[src/rtl/u_count_decode.sv]
// u_count_decode: converts a unary bitstream back to binary by counting the
// 1s seen during a window of N = 2^INWD cycles. A start request opens the
// window, the result is held in DONE until the consumer takes it.
module u_count_decode #(
    parameter int INWD = 8
) (
    input  logic          clk,
    input  logic          rst_n,
    input  logic          iA,
    input  logic          start,
    input  logic          iReady,
    output logic [INWD:0] oB,
    output logic          oValid,
    output logic          oBusy
);

    typedef enum logic [1:0] {
        IDLE = 2'd0,
        RUN  = 2'd1,
        DONE = 2'd2
    } state_t;

    // Window counter value on the edge that takes the final (Nth) sample.
    localparam logic [INWD:0] LAST_SAMPLE = {1'b0, {INWD{1'b1}}};

    state_t        state;
    state_t        next_state;
    logic [INWD:0] ones_cnt;
    logic [INWD:0] win_cnt;
    logic [INWD:0] ones_inc;
    logic          last_sample;
    logic          clear_cnt;

    assign ones_inc    = ones_cnt + {{INWD{1'b0}}, iA};
    assign last_sample = (state == RUN) && (win_cnt == LAST_SAMPLE);
    assign clear_cnt   = start && ((state == IDLE) || ((state == DONE) && iReady));

    assign oBusy  = (state == RUN);
    assign oValid = (state == DONE);

    // State register; reset drops any partial or pending result.
    always_ff @(posedge clk or negedge rst_n) begin
        if (!rst_n) begin
            state <= IDLE;
        end else begin
            state <= next_state;
        end
    end

    // Next-state logic: start only honoured in IDLE or when a result is being consumed.
    always_comb begin
        next_state = state;
        case (state)
            IDLE: begin
                if (start) begin
                    next_state = RUN;
                end
            end
            RUN: begin
                if (last_sample) begin
                    next_state = DONE;
                end
            end
            DONE: begin
                if (iReady) begin
                    next_state = start ? RUN : IDLE;
                end
            end
            default: begin
                next_state = IDLE;
            end
        endcase
    end

    // Ones and window counters: cleared when a window opens, stepped once per sample.
    always_ff @(posedge clk or negedge rst_n) begin
        if (!rst_n) begin
            ones_cnt <= '0;
            win_cnt  <= '0;
        end else if (clear_cnt) begin
            ones_cnt <= '0;
            win_cnt  <= '0;
        end else if (state == RUN) begin
            ones_cnt <= ones_inc;
            win_cnt  <= win_cnt + 1'b1;
        end
    end

    // Result register: loaded only on entry to DONE, including the final sample.
    always_ff @(posedge clk or negedge rst_n) begin
        if (!rst_n) begin
            oB <= '0;
        end else if (last_sample) begin
            oB <= ones_inc;
        end
    end

endmodule

[config.mk]
export PLATFORM = sky130hd
export DESIGN_NAME = u_count_decode
export DESIGN_NICKNAME = d
export VERILOG_FILES = /design/src/rtl/u_count_decode.sv
export SDC_FILE = /design/constraint.sdc
export NUM_CORES = 1
export LEC_CHECK = 0
export ABC_CLOCK_PERIOD_IN_PS = 3000
export CAP_MARGIN = 20
export CORE_UTILIZATION = 50
export DETAILED_ROUTE_END_ITERATION = 12
export GPL_ROUTABILITY_DRIVEN = 0
export PLACE_DENSITY = 0.73
export REMOVE_ABC_BUFFERS = 1
export SYNTH_ARGS = -nofsm -noshare
export SYNTH_HDL_FRONTEND = slang
export SYNTH_SLANG_ARGS = --single-unit
[constraint.sdc]
create_clock -name clk -period 3 [get_ports clk]
set_clock_uncertainty 0.15 [all_clocks]
set_input_delay 0.6 -clock clk [delete_from_list [all_inputs] [get_ports clk]]
set_output_delay 0.6 -clock clk [all_outputs]
set_load 0.02 [all_outputs]
# ---- After elaboration in Yosys (flattened, before gate mapping)
# Index checks and enable logic that the tools add are counted.
# Widths: inputs -> output; s select.
dict set report classes {
  n_addsub 2
  eq_ne 6
  mux 9
  reduce_logical 7
}
# operator count
set ops {}
lappend ops {{$mux 9} 4}
lappend ops {{$add 9x1->9} 1}
lappend ops {{$add 9x1->9 const B} 1}
lappend ops {{$eq 9x8->1 const B} 1}
lappend ops {{$mux 2} 3}
lappend ops {{$pmux 2 s3} 1}
lappend ops {{$ne 2x2->1 const B} 2}
lappend ops {{$logic_and 1x1->1} 3}
lappend ops {{$reduce_and 3->1} 1}
lappend ops {{$eq 2x1->1 const B} 1}
lappend ops {{$eq 2x2->1 const B} 1}
lappend ops {{$logic_not 2->1} 1}
lappend ops {{$ne 2x1->1 const B} 1}
lappend ops {{$reduce_bool 2->1} 1}
lappend ops {{$logic_or 1x1->1} 1}
lappend ops {{$mux 1} 1}
dict set report word_totals {
  reg_bits 29
  output_inout_bits 11
  word_cells 28
}

# ---- Logic depth before layout (Yosys ltp)
# Gate-level depths: netlist (run 1).
dict set report logic_depth {
  ltp_word 5
  ltp_mapped 8
  ltp_nobuf 7
}

# ---- Worst setup path after synthesis (run 1)
# OpenSTA, ideal clock, no wires.
dict set report synth_path {
  kind {input port to flip-flop}
  startpoint {input iA}
  endpoint {register ones_cnt[6]}
  setup_time_ps 87
  arrival_time_ps 1687
  t_required_ps 2763
  path_slack_ps 1076
  cell_stages 5
  path_buffers 0
  cell_sequence {ha_1 ha_1 nand3_1 or4_1 o211ai_1}
}
dict set report synth_via {
  elab_chain_cells 3
}
# element line_no
set synth_lines {}
lappend synth_lines {{start, declared} 9} ;# input logic iA,
lappend synth_lines {{$add 9x1->9} 34} ;# assign ones_inc = ones_cnt + {{INWD{1'b0}}, iA};
lappend synth_lines {{$mux 9} 83} ;# end else if (state == RUN) begin
lappend synth_lines {{$mux 9} 80} ;# end else if (clear_cnt) begin
lappend synth_lines {{end signal, assigned} 84} ;# ones_cnt <= ones_inc;
lappend synth_lines {{end, declared} 28} ;# logic [INWD:0] ones_cnt;
# Every way passes these cells. The select of a mux whose other input is x is not followed.
# A chain may end at the register's enable or synchronous reset.

# ---- Final worst setup path (run 1)
dict set report layout_path {
  startpoint {register state[1]}
  endpoint {output oBusy}
}
dict set report layout_via {
  elab_chain_cells 1
}
# element line_no
set layout_lines {}
lappend layout_lines {{start, declared} 26} ;# state_t state;
lappend layout_lines {{start signal, assigned} 46} ;# state <= next_state;
lappend layout_lines {{$eq 2x1->1} 38} ;# assign oBusy = (state == RUN);
lappend layout_lines {{end, declared} 14} ;# output logic oBusy
# Every way passes these cells.

==> results of run 1 <==
path summary, 6_finish.rpt:
check | startpoint | endpoint | slack, ns | depth (start not counted)
worst max-delay path | state[1] | oBusy | 0.49 | 3
worst min-delay path | oB[3] | oB[3] | 0.33 | 2
min in group asynchronous | rst_n | ones_cnt[5] | 0.50 | 2
max in group asynchronous | rst_n | oB[0] | 1.93 | 2
worst max register to register | win_cnt[3] | oB[5] | 0.92 | 6
worst min register to register | oB[3] | oB[3] | 0.33 | 2
layout make-up:
| type | instances | area [µm²] | share of cell area |
|---|---|---|---|
| Clock buffer | 8 | 48.8 | 0.0288 |
| Multi-Input combinational cell | 108 | 666 | 0.393 |
| Sequential cell | 29 | 726 | 0.429 |
| Timing Repair Buffer | 18 | 173 | 0.102 |
| Inverter | 11 | 41.3 | 0.0244 |
| Tap cell | 31 | 38.8 | 0.0229 |
cells by family (layout without fill, tap and decap cells):
family,Yosys count,in the layout,share of synthesized area
compound gates,47,47,0.191
xor+xnor,4,4,0.0238
fa+ha+maj,4,4,0.0340
buf+inv,17,37,0.0544
flops,29,29,0.493
mux,3,3,0.0221
simple gates,50,50,0.181
where the power goes:
group | switching (W) | total (W) | internal, W
clock | 0.000126 | 0.000220 | 0.0000931
sequential | 0.0000840 | 0.000557 | 0.000473
combinational | 0.000149 | 0.000267 | 0.000118
total | 0.000359 | 0.00104 | 0.000684
worst register-to-register path: cells and delay by family (launching register included):
kind          cells  cell delay, ns
flops             1            0.40
fa+ha+maj         1            0.31
simple gates      5            1.15
flip-flops by register name, indices dropped and copies added, names as in the netlist:
| signal | flops |
|---|---|
| oB | 9 |
| ones_cnt | 9 |
| win_cnt | 9 |
| state | 2 |
metrics by stage:
step	instances	instance area [µm²]	utilization	hold slack (ns)	setup slack [ns]
detailed placement	197	1640	0.591	0.318	0.443
global route	205	1690	0.609	0.376	0.414
CTS	205	1690	0.609	0.337	0.468
floorplan	148	1430	-	0.154	1.05
global placement	197	1640	0.591	0.310	0.537
finish	205	1690	0.609	0.328	0.486
layer usage:
metal,vias to the layer above,part of all wire,wire (µm),global-route usage
met5,-,0,0,0
met4,0,0.017,51,0.118
met3,7,0.058,173,0.0512
met2,36,0.46,1370,0.325
met1,589,0.47,1400,0.271
li1,596,-,-,-
placed cells by master (no fill, tap or decap), types with 4 or more instances in the layout:
| cell | synthesis | layout |
|---|---|---|
| nand3_1 | 5 | 5 |
| nor2_1 | 4 | 4 |
| o21ai_0 | 17 | 17 |
| nand2_1 | 18 | 18 |
| inv_1 | 11 | 11 |
| dfrtp_1 | 29 | 29 |
| clkdlybuf4s50_1 | 0 | 15 |
| a21oi_1 | 10 | 10 |
| ha_1 | 4 | 4 |
| o22ai_1 | 4 | 4 |
| a31oi_1 | 6 | 6 |
| clkbuf_4 | 0 | 5 |
| or3_1 | 7 | 7 |
==> impl_metrics.csv, run 1 <==
group,metric,value,unit
power_and_ir_drop,power,0.00104,W
grt,grt_max_degree,30,
placed_design,dp_hpwl,2080,µm
drt,drc_errors,0,
grt,grt_pass1_wl,4980,µm
synth,yosysTopAreaCellShare,0.493,
setup_path,critPathKind,"reg2out",
hold_path,hold_path.class,"reg2reg",
cts,cts.htree.levels,2,
die,core,0.00278,mm²
cts,clock_sinks,29,
final_layout,fillers,239,
drt,ant_nets,0,
final_layout,diodes,0,
synth,yosysSeqAreaShare,0.493,
setup_path,max_stage_delay,0.60,ns
final_layout,syn_to_final_growth,15.1,%
setup_path,crit_buf_inv,2,
setup_path,required,2.25,ns
synth,ys_ff_latch,29,
die,start_util,0.529,
cts,cts.clk_slew.worst_paths,0.08,ns
die,io_pins,16,
drt,vias_per_cell,5.99,
sta,fmax,398,MHz
cts,cts_root_buffer,"clkbuf_4",
setup_path,crit_chain,"nand2b_4, inv_1, clkdlybuf4s50_1",
sta,finalSetupTns,0,ns
setup_path,endpoint_kind,"output port",
drt,routedWlPerCell,14.6,µm
cts,cts_setup_buffers,0,
sta,hold_violations,0,
synth,ys_async_sr_fraction,1.00,
setup_path,cp.arrival,1.76,ns
sta,worst_pin_slew,0.634,ns
grt,grt_util_all_layers,0.211,
grt,first_global_vias,1094,
drt,vias,1228,
die,die_w,56.2,µm
cts,insertion_delay,0.33,ns
cts,cts-resized-gates,0,
synth,synth_enable_flop_cells,0,
synth,yosys-top-cells-count,"dfrtp_1 (29), nand2_1 (18), o21ai_0 (17)",
synth,avgSynthCellArea,9.55,µm²
run_status,status,"complete, no violations",
synth,yosys-top-cells-area,"dfrtp_1 (49%), o21ai_0 (5.8%), nand2_1 (4.6%)",
die,dieArea,0.00316,mm²
power_and_ir_drop,irDropWorstVdd,0.453,mV
die,num_rows,19,
cts,cts_tree,"built",
synth,synth_top_area_cell,"dfrtp_1",
grt,antenna_found_initial,0,
sta,setup_viol,0,
synth,yosys_warnings,0,
job,cap_violations,0,
die,die_h,56.2,µm
sta,period_share,0.838,
cts,cts_buffers,5,
drt,drt_first_iter_violations,30,
drt,drt-total-wl,3000,µm
placed_design,io_buffers,15,
setup_path,startpoint_type,"flip-flop",
synth,syn_area,0.00147,mm²
synth,syn_inst,154,
synth,yosys_most_used_dff,"dfrtp_1",
grt,grt-ovfl-total,0,
sta,max-slew-margin-rel,0.576,
final_layout,drive_gt1_frac,0.0632,
sta,slew_viol_final,0,
sta,period_minus_slack,2.51,ns
drt,drt_first_pass_iters,4,
power_and_ir_drop,p_leak,0.694,nW
setup_path,cp_slowest_cell,"clkdlybuf4s50_1",
cts,ctsHoldBuffers,0,
cts,cts.path.max_buffers,2,
final_layout,nets,182,
setup_path,crit_fanout,11,
power_and_ir_drop,cellPowerDensity,616,mW/mm²
setup_path,cp_top_family,"buffers and inverters",
sta,grt_setup_unrepaired,"false",
synth,yosysMostFrequentCell,"dfrtp_1",
synth,ys_types,32,
Power figures use the tool's default switching activity.
==> run 2: changes to the inputs <==
Settings changed: ABC_CLOCK_PERIOD_IN_PS 3000 to 2500.
Clock period 3 ns to 2.5 ns, I/O delays scaled along.
==> run 2 against run 1 <==
Effect of this change:
- global-route usage up 1.4 points
- sequential share of layout area down 0.53 points
- clock-buffer cell count down 1
- hold slack worse by 0.00063 ns
- critical path type unchanged
- largest cell class unchanged
- largest power group unchanged
==> impl_metrics.csv, run 2 (same netlist as run 1, synthesis figures left out) <==
group,metric,value,unit
setup_path,cp.arrival,1.76,ns
power_and_ir_drop,cellPowerDensity,747,mW/mm²
sta,finalSetupTns,0,ns
die,die_h,56.2,µm
final_layout,fillers,240,
grt,antenna_found_initial,0,
setup_path,cp_slowest_cell,"clkdlybuf4s50_1",
final_layout,mostFrequentLayoutCells,"dfrtp_1 (29), nand2_1 (18), o21ai_0 (17)",
sta,period_share,0.964,
cts,cts.clk_slew.worst_paths,0.08,ns
final_layout,diodes,0,
placed_design,io_buffers,15,
die,start_util,0.529,
die,num_rows,19,
cts,ctsHoldBuffers,0,
power_and_ir_drop,p_leak,0.709,nW
drt,vias,1224,
power_and_ir_drop,power_frac_seq,0.524,
power_and_ir_drop,intPower,0.000844,W
final_layout,drive_gt1_frac,0.0800,
cts,cts.htree.levels,2,
sta,setup_viol,0,
cts,cts_tree,"built",
power_and_ir_drop,p_clk_frac,0.221,
cts,cts_buffers,5,
grt,first_global_vias,1170,
die,die_w,56.2,µm
setup_path,critPathKind,"reg2out",
die,io_pins,16,
sta,fmax,415,MHz
run_status,status,"complete, no violations",
placed_design,place_ws,0.118,ns
cts,insertion_delay,0.32,ns
power_and_ir_drop,switching_share,0.341,
drt,vias_per_cell,5.94,
cts,cts_setup_buffers,0,
final_layout,syn_to_final_growth,16.5,%
drt,drt-total-wl,3070,µm
final_layout,nets,184,
setup_path,endpoint_kind,"output port",
setup_path,crit_chain,"nand2b_4, inv_1, clkdlybuf4s50_1",
cts,cts_root_buffer,"clkbuf_4",
job,cap_violations,0,
drt,ant_nets,0,
drt,drt_first_iter_violations,60,
cts,cts-resized-gates,0,
sta,slew_viol_final,0,
placed_design,dp_hpwl,2190,µm
final_layout,final_common_cell,"dfrtp_1",
drt,drt_first_pass_iters,4,
setup_path,max_stage_delay,0.61,ns
setup_path,cp_top_family,"buffers and inverters",
power_and_ir_drop,p_sw,0.000437,W
grt,grt-ovfl-total,0,
grt,grt_max_degree,30,
final_layout,multi_input_area,666,µm²
sta,setup_slack,0.0894,ns
sta,grt_setup_unrepaired,"false",
setup_path,crit_buf_inv,2,
power_and_ir_drop,pwr-share-comb,0.255,
sta,hold_violations,0,
power_and_ir_drop,irDropWorstVdd,0.563,mV
die,core,0.00278,mm²
final_layout,register_area,726,µm²
drt,routedWlPerCell,14.9,µm
setup_path,required,1.85,ns
setup_path,startpoint_type,"flip-flop",
hold_path,hold_path.class,"reg2reg",
cts,cts.path.max_buffers,2,
grt,grt_pass1_wl,5370,µm
sta,max-slew-margin-rel,0.702,
grt,grt_util_all_layers,0.224,
final_layout,reg_top3,"oB (9), ones_cnt (9), win_cnt (9)",
cts,clock_sinks,29,
drt,drc_errors,0,
die,dieArea,0.00316,mm²
sta,period_minus_slack,2.41,ns
setup_path,crit_fanout,11,
sta,worst_pin_slew,0.447,ns
[run 2: per-stage QoR]
stage,util,total power (W),hold WS (ns),instance area (µm²),std cells
final,0.616,0.00128,0.327,1710,206
after global routing,0.616,0.00138,0.371,1710,206
after CTS,0.616,0.00129,0.338,1710,206
after detailed placement,0.596,0.00100,0.319,1660,199
after global placement,0.596,0.000974,0.311,1660,199
after floorplan,-,0.000893,0.0544,1430,148
[run 2: per-layer routing]
layer / track usage / routed length [µm] / vias up
li1: - / - / 603
met1: 0.303 / 1480 / 586
met2: 0.342 / 1410 / 30
met3: 0.0558 / 144 / 5
met4: 0.101 / 38 / 0
met5: 0 / 0 / -
[run 2: worst min-delay path, delay by kind of cell (launching register included)]
kind,cells,cell delay (ns)
DFF,1,0.35
and+or+nand+nor,1,0.04
AOI/OAI and AO/OA,1,0.05
[run 2: layout make-up]
| type | instances | area share |
|---|---|---|
| multi-input combinational | 108 | 0.388 |
| sequential | 29 | 0.423 |
| inverter | 11 | 0.0241 |
| timing repair buffer | 20 | 0.109 |
| clock buffer | 7 | 0.0321 |
| tap | 31 | 0.0226 |
[run 2: path summary, 6_finish.rpt]
check | slack [ns] | endpoint | depth (start not counted) | from
worst max-delay path | 0.09 | oBusy | 3 | state[1]
worst max register to register | 0.24 | oB[5] | 7 | win_cnt[0]
min in group asynchronous | 0.40 | oB[7] | 2 | rst_n
worst min-delay path | 0.33 | oB[4] | 2 | oB[4]
worst min register to register | 0.33 | oB[4] | 2 | oB[4]
max in group asynchronous | 1.52 | win_cnt[6] | 2 | rst_n
[run 2: power groups by stage]
stage / registers [W] / clock network [W] / logic [W]
6_report: 0.000671 / 0.000283 / 0.000327
3_3_place_gp: 0.000667 / 0 / 0.000307
3_5_place_dp: 0.000675 / 0 / 0.000327
2_1_floorplan: 0.000653 / 0 / 0.000240
5_1_grt: 0.000684 / 0.000315 / 0.000377
4_1_cts: 0.000667 / 0.000293 / 0.000327
==> run 3: changes to the inputs <==
--- a/config.mk
+++ b/config.mk
@@ -8,3 +8,3 @@
 export ABC_CLOCK_PERIOD_IN_PS = 2500
-export CAP_MARGIN = 20
+export CAP_MARGIN = 10
 export CORE_UTILIZATION = 50
--- a/constraint.sdc
+++ b/constraint.sdc
@@ -4,2 +4,2 @@
 set_output_delay 0.5 -clock clk [all_outputs]
-set_load 0.02 [all_outputs]
+set_load 0.1 [all_outputs]
==> run 3 against run 2 <==
Effect of this change:
- critical path depth increased by 4
- sequential power about the same
- design area down 0.15%
- routed wire length decreased by 7.0%
- first-iteration DRC count rose by 5.0%
- critical path type is now reg2reg
==> impl_metrics.csv, run 3 (same netlist as run 1, synthesis figures left out) <==
group,metric,value,unit
hold_path,hold_path.class,"reg2reg",
hold_path,hold_end,"oB[3]",
drt,vias_per_cell,5.93,
placed_design,dp_hpwl,2070,µm
die,io_pins,16,
power_and_ir_drop,cellPowerDensity,754,mW/mm²
setup_path,timing.rr.end,"oB[5]",
power_and_ir_drop,power,0.00129,W
final_layout,reg_top3,"oB (9), ones_cnt (9), win_cnt (9)",
drt,routedWlPerCell,13.9,µm
drt,drt-total-wl,2860,µm
drt,drt_first_pass_iters,4,
sta,setup_slack,0.362,ns
setup_path,crit_fanout,7,
setup_path,rr_worst_depth,7,
final_layout,drive_gt1_frac,0.143,
sta,setup_viol,0,
die,die_h,56.2,µm
die,start_util,0.529,
die,num_rows,19,
setup_path,cp.arrival,2.24,ns
setup_path,required,2.60,ns
placed_design,io_buffers,15,
run_status,status,"complete, no violations",
final_layout,final-instance-count-excl-fill,206,
cts,cts_buffers,5,
grt,antenna_found_initial,0,
grt,grt_max_degree,30,
cts,insertion_delay,0.31,ns
final_layout,fillers,238,
setup_path,cp-startpoint,"win_cnt[0]",
die,dieArea,0.00316,mm²
setup_path,r2r_setup_slack,0.36,ns
placed_design,place_ws,0.112,ns
hold_path,min_path_cells,2,
grt,first_global_vias,1145,
sta,period_minus_slack,2.14,ns
drt,drt_first_iter_violations,63,
placed_design,dpl.cell_count,199,
setup_path,startpoint_type,"flip-flop",
sta,worst_pin_slew,0.491,ns
cts,ctsHoldBuffers,0,
cts,cts-resized-gates,0,
die,core,0.00278,mm²
final_layout,nets,184,
drt,drc_errors,0,
job,cap_violations,0,
die,die_w,56.2,µm
sta,fmax,468,MHz
final_layout,mostFrequentLayoutCells,"dfrtp_1 (29), nand2_1 (18), o21ai_0 (17)",
final_layout,final_common_cell,"dfrtp_1",
grt,grt_util_all_layers,0.204,
drt,vias,1222,
sta,hold_violations,0,
final_layout,diodes,0,
setup_path,critPathKind,"reg2reg",
power_and_ir_drop,irDropWorstVdd,0.549,mV
final_layout,syn_to_final_growth,16.3,%
cts,cts.path.max_buffers,2,
cts,cts.htree.levels,2,
hold_path,holdCritStartpoint,"oB[3]",
setup_path,endpoint_kind,"flip-flop",
sta,grt_setup_unrepaired,"false",
sta,max-slew-margin-rel,0.673,
grt,grt-ovfl-total,0,
cts,clock_sinks,29,
sta,slew_viol_final,0,
cts,cts_root_buffer,"clkbuf_4",
sta,period_share,0.855,
cts,cts_setup_buffers,0,
setup_path,r2r-start,"win_cnt[0]",
grt,grt_pass1_wl,4990,µm
sta,hold_slack,0.332,ns
sta,finalSetupTns,0,ns
drt,ant_nets,0,
power_and_ir_drop,p_leak,0.720,nW
cts,cts_tree,"built",
cts,cts.clk_slew.worst_paths,0.09,ns
run 3: cell count changes in the layout (fill, tap and decap cells not counted):
cell / previous run / this run
buf_4: 5 / 14
clkdlybuf4s50_1: 15 / 4
buf_12: 0 / 2
run 3: worst max path at each step:
stage	slack, ns	cells past startpoint	end
finish	0.36	7	oB[5]
global placement	0.21	6	ones_cnt[6]
global route	0.26	7	oB[5]
CTS	0.35	7	oB[5]
detailed placement	0.11	6	ones_cnt[6]
floorplan	0.38	2	oBusy
run 3: report_power, final:
part / internal, W / total [W] / switching [W] / leakage [nW]
clock network: 0.000133 / 0.000283 / 0.000150 / 0.0314
registers: 0.000567 / 0.000672 / 0.000104 / 0.344
logic: 0.000146 / 0.000336 / 0.000189 / 0.345
total: 0.000846 / 0.00129 / 0.000444 / 0.720
run 3: routing by layer:
metal  routed length, µm  GRT usage  up-vias
met5                   0          0        -
met1                1330      0.276      573
met4                  35     0.0871        0
met2                1310      0.313       43
met3                 178     0.0512        4
li1                    -          -      602
run 3: cell type report:
class | count | area, µm² | area share
clock buffers | 7 | 55.1 | 0.0322
inverters | 11 | 41.3 | 0.0241
multi-input cells | 108 | 666 | 0.389
flip-flops and latches | 29 | 726 | 0.424
well taps | 31 | 38.8 | 0.0227
repair buffers | 20 | 185 | 0.108
run 3: critical path, cell delays in order (launching register included):
cell,delay [ns]
dfrtp_1,0.41
ha_1,0.20
nand2_1,0.06
nor3_1,0.16
ha_1,0.34
nand3b_1,0.24
or4_1,0.44
nand3_1,0.09
run 3: metrics by stage:
stage	util	instance area, µm²
2_1_floorplan	-	1430
3_3_place_gp	0.596	1660
3_5_place_dp	0.596	1660
4_1_cts	0.615	1710
5_1_grt	0.615	1710
6_report	0.615	1710
